### src/rtl/piso_serializer_pkg.sv
// serial_pkg: shared state encoding and counter sizing for the serializer
package serial_pkg;
  typedef enum logic {IDLE, SHIFT} state_t;
  function automatic int cnt_width(input int n);
    return ($clog2(n) < 1) ? 1 : $clog2(n);
  endfunction
endpackage

### src/rtl/piso_serializer_if.sv
// piso_serializer_if: load handshake and serial output bundle
interface piso_serializer_if #(parameter int W = 8);
  logic [W-1:0] din;
  logic         load_valid;
  logic         load_ready;
  logic         sout;
  logic         sout_valid;
  logic         busy;
  logic         done;
  modport master (output din, load_valid, input load_ready, sout, sout_valid, busy, done);
  modport slave  (input din, load_valid, output load_ready, sout, sout_valid, busy, done);
endinterface

### src/rtl/piso_serializer_bit_timer.sv
// bit_timer: prescaler that ticks on the final clock of each bit period
module bit_timer
  import serial_pkg::*;
#(parameter int N = 1)
(
  input  logic clk,
  input  logic rst_n,
  input  logic start,
  input  logic run,
  output logic tick
);
  localparam int CW = cnt_width(N);
  logic [CW-1:0] cnt;
  assign tick = run && cnt == '0;
  always_ff @(posedge clk or negedge rst_n)
    if (!rst_n) cnt <= '0;
    else if (start || tick) cnt <= CW'(N - 1);
    else if (run) cnt <= cnt - 1'b1;
endmodule

### src/rtl/piso_serializer.sv
// piso_serializer: loads a word via valid/ready and shifts it out on sout
module piso_serializer
  import serial_pkg::*;
#(
  parameter int W            = 8,
  parameter int CLKS_PER_BIT = 1,
  parameter bit MSB_FIRST    = 1'b1
)
(
  input logic              clk,
  input logic              rst_n,
  piso_serializer_if.slave bus
);
  localparam int BW = cnt_width(W);
  state_t        state, nstate;
  logic [W-1:0]  shreg;
  logic [BW-1:0] bcnt;
  logic          tick, last, ready, hs, shifting;
  bit_timer #(.N(CLKS_PER_BIT)) u_timer (
    .clk   (clk),
    .rst_n (rst_n),
    .start (hs),
    .run   (shifting),
    .tick  (tick)
  );
  // ready depends only on state/counters so the source never sees a loop
  always_comb begin
    shifting       = state == SHIFT;
    last           = tick && bcnt == '0;
    ready          = !shifting || last;
    hs             = bus.load_valid && ready;
    nstate         = hs ? SHIFT : last ? IDLE : state;
    bus.load_ready = ready;
    bus.sout_valid = shifting;
    bus.busy       = shifting;
    bus.done       = last;
    bus.sout       = shifting && (MSB_FIRST ? shreg[W-1] : shreg[0]);
  end
  always_ff @(posedge clk or negedge rst_n)
    if (!rst_n) state <= IDLE;
    else state <= nstate;
  always_ff @(posedge clk or negedge rst_n)
    if (!rst_n) begin
      shreg <= '0;
      bcnt  <= '0;
    end else if (hs) begin
      shreg <= bus.din;
      bcnt  <= BW'(W - 1);
    end else if (tick) begin
      shreg <= MSB_FIRST ? {shreg[W-2:0], 1'b0} : {1'b0, shreg[W-1:1]};
      bcnt  <= (bcnt == '0) ? '0 : bcnt - 1'b1;
    end
endmodule
### src/flat_wrapper.sv
// flat-port wrapper written by rule: the top's interface ports become plain ports
module piso_serializer_flat import serial_pkg::*;
#(
  parameter int W            = 8,
  parameter int CLKS_PER_BIT = 1,
  parameter bit MSB_FIRST    = 1'b1
)
  (clk, rst_n, bus_din, bus_load_valid, bus_load_ready, bus_sout, bus_sout_valid, bus_busy, bus_done);
  piso_serializer_if #(.W(W)) bus_i ();
  input logic clk;
  input logic rst_n;
  input wire logic [$bits(bus_i.din)-1:0] bus_din;
  input wire logic [$bits(bus_i.load_valid)-1:0] bus_load_valid;
  output wire logic [$bits(bus_i.load_ready)-1:0] bus_load_ready;
  output wire logic [$bits(bus_i.sout)-1:0] bus_sout;
  output wire logic [$bits(bus_i.sout_valid)-1:0] bus_sout_valid;
  output wire logic [$bits(bus_i.busy)-1:0] bus_busy;
  output wire logic [$bits(bus_i.done)-1:0] bus_done;
  assign bus_i.din = bus_din;
  assign bus_i.load_valid = bus_load_valid;
  assign bus_load_ready = bus_i.load_ready;
  assign bus_sout = bus_i.sout;
  assign bus_sout_valid = bus_i.sout_valid;
  assign bus_busy = bus_i.busy;
  assign bus_done = bus_i.done;
  piso_serializer #(.W(W), .CLKS_PER_BIT(CLKS_PER_BIT), .MSB_FIRST(MSB_FIRST)) u_core (.clk(clk), .rst_n(rst_n), .bus(bus_i));
endmodule
### config.mk
export PLATFORM = sky130hd
export DESIGN_NAME = piso_serializer_flat
export DESIGN_NICKNAME = d
export VERILOG_FILES = /design/src/rtl/piso_serializer_pkg.sv /design/src/rtl/piso_serializer_if.sv /design/src/rtl/piso_serializer_bit_timer.sv /design/src/rtl/piso_serializer.sv /design/src/flat_wrapper.sv
export SDC_FILE = /design/constraint.sdc
export NUM_CORES = 1
export LEC_CHECK = 0
export CORE_ASPECT_RATIO = 1.2
export CORE_MARGIN = 4
export CORE_UTILIZATION = 30
export CTS_CLUSTER_DIAMETER = 60
export DETAILED_ROUTE_END_ITERATION = 6
export SLEW_MARGIN = 0
export SYNTH_ARGS = -nofsm -noshare
export SYNTH_HDL_FRONTEND = slang
export SYNTH_SLANG_ARGS = --single-unit
### constraint.sdc
create_clock -name clk -period 3.3 [get_ports clk]
set_input_delay 0.66 -clock clk [delete_from_list [all_inputs] [get_ports clk]]
set_output_delay 0.66 -clock clk [all_outputs]
set_load 0.05 [all_outputs]
Word-level counts from Yosys, hierarchy flattened
Index checks and enable logic that the tools add are counted.
- register bits: 13
- latch bits: 0
- memory bits (writable): 0
- ROM bits: 0
- input bits: 11
- memories: 0
- add/sub/neg operators: 2
- multipliers: 0
- div/mod/pow operators: 0
- order comparisons: 0
- equal/unequal tests: 0
- shifts and indexed selects: 0
- muxes and demuxes: 9
- bitwise operators: 1
- reductions and logical operators: 11
- operators with widths (operator ; number):
    2-to-1 mux 8 bit ; 2
    2-to-1 mux 3 bit ; 3
    nonzero test 2 bit ; 3
    logical AND 1 bit ; 4
    2-to-1 mux 1 bit ; 4
    zero test 3 bit ; 1
    subtractor 3 x 1 -> 3 bit, second input constant ; 1
    logical OR 1 bit ; 2
    zero test 1 bit ; 1
    NOT 1 bit ; 1
    subtractor 1 bit, second input constant ; 1

Longest topological paths before layout
- depth after elaboration: 7
- depth in mapped cells: 7

Hierarchy
From an unflattened synthesis, not the netlist that was laid out.
- cells, all modules: 54
- area total of the unflattened synthesis: 734.5 um^2
- by module, submodules not included (module ; instances ; cells each ; area each (um^2)):
    piso_serializer ; 1 ; 51 ; 688.2
    bit_timer ; 1 ; 3 ; 46.3

Least setup slack after synthesis
Ideal clock, no wire load.
- kind: reg2out
- start point: register u_core.state (netlist: u_core.bus.busy)
- end point: output port bus_done
- arrival time: 1.534 ns
- data required time: 2.640 ns
- slack: 1.106 ns
- cell stages (with the launch flop): 3
- cell sequence: dfrtp_1 -> inv_1 -> nor2_1
- word-level cells in the longest chain between the ends: 2
- ends and longest elaborated chain (item ; RTL line ; RTL):
    start, declared ; piso_serializer.sv:15 ; state_t state, nstate;
    start signal, assigned ; piso_serializer.sv:41 ; else state <= nstate;
    logical AND 1 bit ; piso_serializer_bit_timer.sv:14 ; assign tick = run && cnt == '0;
    logical AND 1 bit ; piso_serializer.sv:29 ; last = tick && bcnt == '0;
    end, declared ; flat_wrapper.sv:18 ; output wire logic [$bits(bus_i.done)-1:0] bus_done;
Every way passes these cells.

Worst setup path in the final report
- start point: register u_core.bcnt[0]
- end point: output port bus_done
- word-level cells in the longest chain between the ends: 2
- ends and longest elaborated chain (item ; RTL line ; RTL):
    start, declared ; piso_serializer.sv:17 ; logic [BW-1:0] bcnt;
    start signal, assigned ; piso_serializer.sv:48 ; bcnt <= BW'(W - 1);
    start signal, assigned ; piso_serializer.sv:51 ; bcnt <= (bcnt == '0) ? '0 : bcnt - 1'b1;
    zero test 3 bit ; piso_serializer.sv:29 ;
    logical AND 1 bit ; piso_serializer.sv:29 ;
Every way passes these cells.

==> impl_metrics.tcl <==
set metrics [dict create \
    post-cts-setup-buffer-count 0 \
    synth_cell_type_count 19 \
    synth_fp_nets 76 \
    wl_met2_um 546 \
    drive_gt1_share_pct 12.7 \
    grt_pass1_wl_um 1840 \
    antenna_found_initial 0 \
    setup_viol 0 \
    switching_share_pct 43.8 \
    synth.avg_cell_area_um2 10.5 \
    topRoutingLayerUsed "met4" \
    cp_slowest_cell "clkdlybuf4s50_1" \
    p_seq_share_pct 35.6 \
    cp_data_required_time_ps 2640 \
    rows 18 \
    combPwrFrac_pct 52.1 \
    cp_cell_sequence "nor2_1, ha_1, nand2b_4, nor2_1, clkdlybuf4s50_1" \
    layout_setup_ws_ps 573 \
    fp.dieArea_um2 3030 \
    critPathMaxFanout 4 \
    nNetsFinal 93 \
    clk_pin_slew_ps 70 \
    report.final.hold_viol_count 0 \
    cts_num_sinks 13 \
    synthMuxAreaShare_pct 10.6 \
    antenna_left 0 \
    synthesis.area_um2 662 \
    final_common_cell "clkdlybuf4s50_1" \
    synth-xor-area-share_pct 0 \
    ios 16 \
    wl_met1_um 494 \
    synth_top_cell_by_area "dfrtp_1" \
    htreeDepth 1 \
    critPathBufInv 1 \
    power.total_uw 772 \
    core_um2 2070 \
    yosysWarnings 0 \
    synth_top_family_by_area "compound AO/OA/AOI/OAI gates" \
    hold_ws_ps 507 \
    instances_no_fill 109 \
    cts-root-buf "clkbuf_4" \
    hpwlAfterDp_um 833 \
    status "complete, no violations" \
    rsz0062_at_grt "false" \
    cts_tree "yes" \
    wl_per_cell_um 10.2 \
    drc 0 \
    drv_slew 0 \
    drv_cap 0 \
    ys_ff_latch 13 \
    io_buffers 15 \
    die_x_um 50.9 \
    synthAdderAreaFrac_pct 3.78 \
    postCtsHoldBufs 0 \
    grt_pass1_vias 470 \
    mostFrequentLayoutCells "clkdlybuf4s50_1 (15), dfrtp_1 (13), nor2_1 (10)" \
    leakagePower_uw 0.000369 \
    min_period_ps 2730 \
    grt_max_degree 18 \
    cts_buffers 3 \
    area_delta_synth_final_pct 27.8 \
    n_antenna_cell 0 \
    dr_total_vias 472 \
    min_path_type "register to register" \
    seq_area_frac_synth_pct 49.1 \
    cts.path.max_buffers 2 \
    die_y_um 59.5 \
    route.met3.wl_um 49 \
    gp_congestion 0.709 \
    fmax_ghz 0.367 \
    synthCells 63 \
    pwr_density_cell_nw_per_um2 913 \
    max_slew_margin_pct 53.8 \
    switchingPower_uw 338 \
    post-route-period-util_pct 82.6 \
    tns_ps 0 \
    routed_wl_um 1120 \
    cp_data_arrival_time_ps 2070 \
    cp_top_family "buffers and inverters" \
    finClkSkew_ps 0.362 \
    worst-setup-path-type "register to output port" \
    cpPeakStageDelay_ps 800 \
    ir_drop_uv 344 \
    synth_top_area_share_pct 49.1 \
    initial_core_util_pct 31.9 \
    insertion_delay_ps 260 \
    p_int_uw 434 \
    track_usage_pct 8.43 \
    cts.repair.resized 0 \
    worst_path_most_repeated_cell "nor2_1" \
    nFillCells 218 \
    first_pass_iters 3 \
    dp.cells 105 \
    worstMarginPinSlew_ps 688 \
    pre_cts_ws_ps 856 \
    synthSimpleGateAreaFrac_pct 13.4 \
    critPathCaptureType "output port" \
    drt_iter0_drc 2 \
    overflow 0 \
    viasPerCell 4.33 \
    synth_area_leaders "dfrtp_1 (49%), mux2i_1 (11%), a21oi_1 (6.0%), nor2_1 (5.7%), ha_1 (3.8%)" \
    synth-compound-area-share_pct 16.8 \
    critPathLaunchType "register" \
    pwr-share-clk_pct 12.2 \
]
-- cell usage after synthesis, drive strengths merged --
| master | n |
|---|---|
| nand2 | 3 |
| nor2 | 11 |
| a22o | 1 |
| a21oi | 9 |
| mux2i | 7 |
| nand2b | 2 |
| a21boi | 1 |
| buf | 3 |
| o21ai | 5 |
| inv | 3 |
| dfrtp | 13 |
| a21o | 1 |
| and2 | 2 |
| ha | 2 |
-- sequential cells by signal (all words and copies together), names as in the netlist --
name                flops
u_core.shreg            8
u_core.bus.busy         1
u_core.bcnt             3
u_core.u_timer.cnt      1
-- routing by layer --
layer  up-vias  GRT usage [%]
met2        11           14.6
met1       218           8.29
met3         2           1.76
met4         0           8.08
met5         -              0
li1        241              -
-- final cells by class --
type                    instances  area (um2)  area share, %
flip-flops and latches         13         325           38.5
multi-input cells              44         295           34.9
repair buffers                 15         150           17.8
well taps                      30        37.5           4.44
clock buffers                   4        26.3           3.11
inverters                       3        11.3           1.33
-- worst reg2reg max path: cells and delay by family (launching register included) --
kind	cells	cell delay, ps
compound gates	2	630
fa+ha+maj	1	260
flops	1	400
mux	1	260
simple gates	2	250
-- path summary, 6_finish.rpt --
check | from | end | slack [ps] | cells past startpoint
max in group asynchronous | rst_n | u_core.shreg[5]$_DFFE_PN0P_ | 2170 | 1
max reg2reg | u_core.bcnt[0]$_DFFE_PN0P_ | u_core.shreg[4]$_DFFE_PN0P_ | 1360 | 6
min reg2reg | u_core.bcnt[1]$_DFFE_PN0P_ | u_core.bcnt[1]$_DFFE_PN0P_ | 510 | 2
max | u_core.bcnt[0]$_DFFE_PN0P_ | bus_done | 570 | 5
min | u_core.bcnt[1]$_DFFE_PN0P_ | u_core.bcnt[1]$_DFFE_PN0P_ | 510 | 2
min in group asynchronous | rst_n | u_core.bcnt[1]$_DFFE_PN0P_ | 760 | 1
-- logic make-up (layout without fill, tap and decap cells) --
kind of cell	after synthesis	after routing
flops	13	13
compound gates	17	17
mux	7	7
fa+ha+maj	2	2
simple gates	18	18
buf+inv	6	22
-- per-stage QoR --
stage          cell area (um2)  util [%]
4_1_cts                    846      40.8
3_5_place_dp               820      39.6
6_report                   846      40.8
2_1_floorplan              662         -
5_1_grt                    846      40.8
3_3_place_gp               820      39.6
-- power groups by stage --
stage | sequential (uW) | clock (uW) | combinational [uW]
floorplan | 285 | 0 | 305
global placement | 277 | 0 | 401
detailed placement | 280 | 0 | 407
CTS | 276 | 99.5 | 408
global route | 285 | 112 | 436
finish | 275 | 94.4 | 403
(Power assumes the default switching activity.)
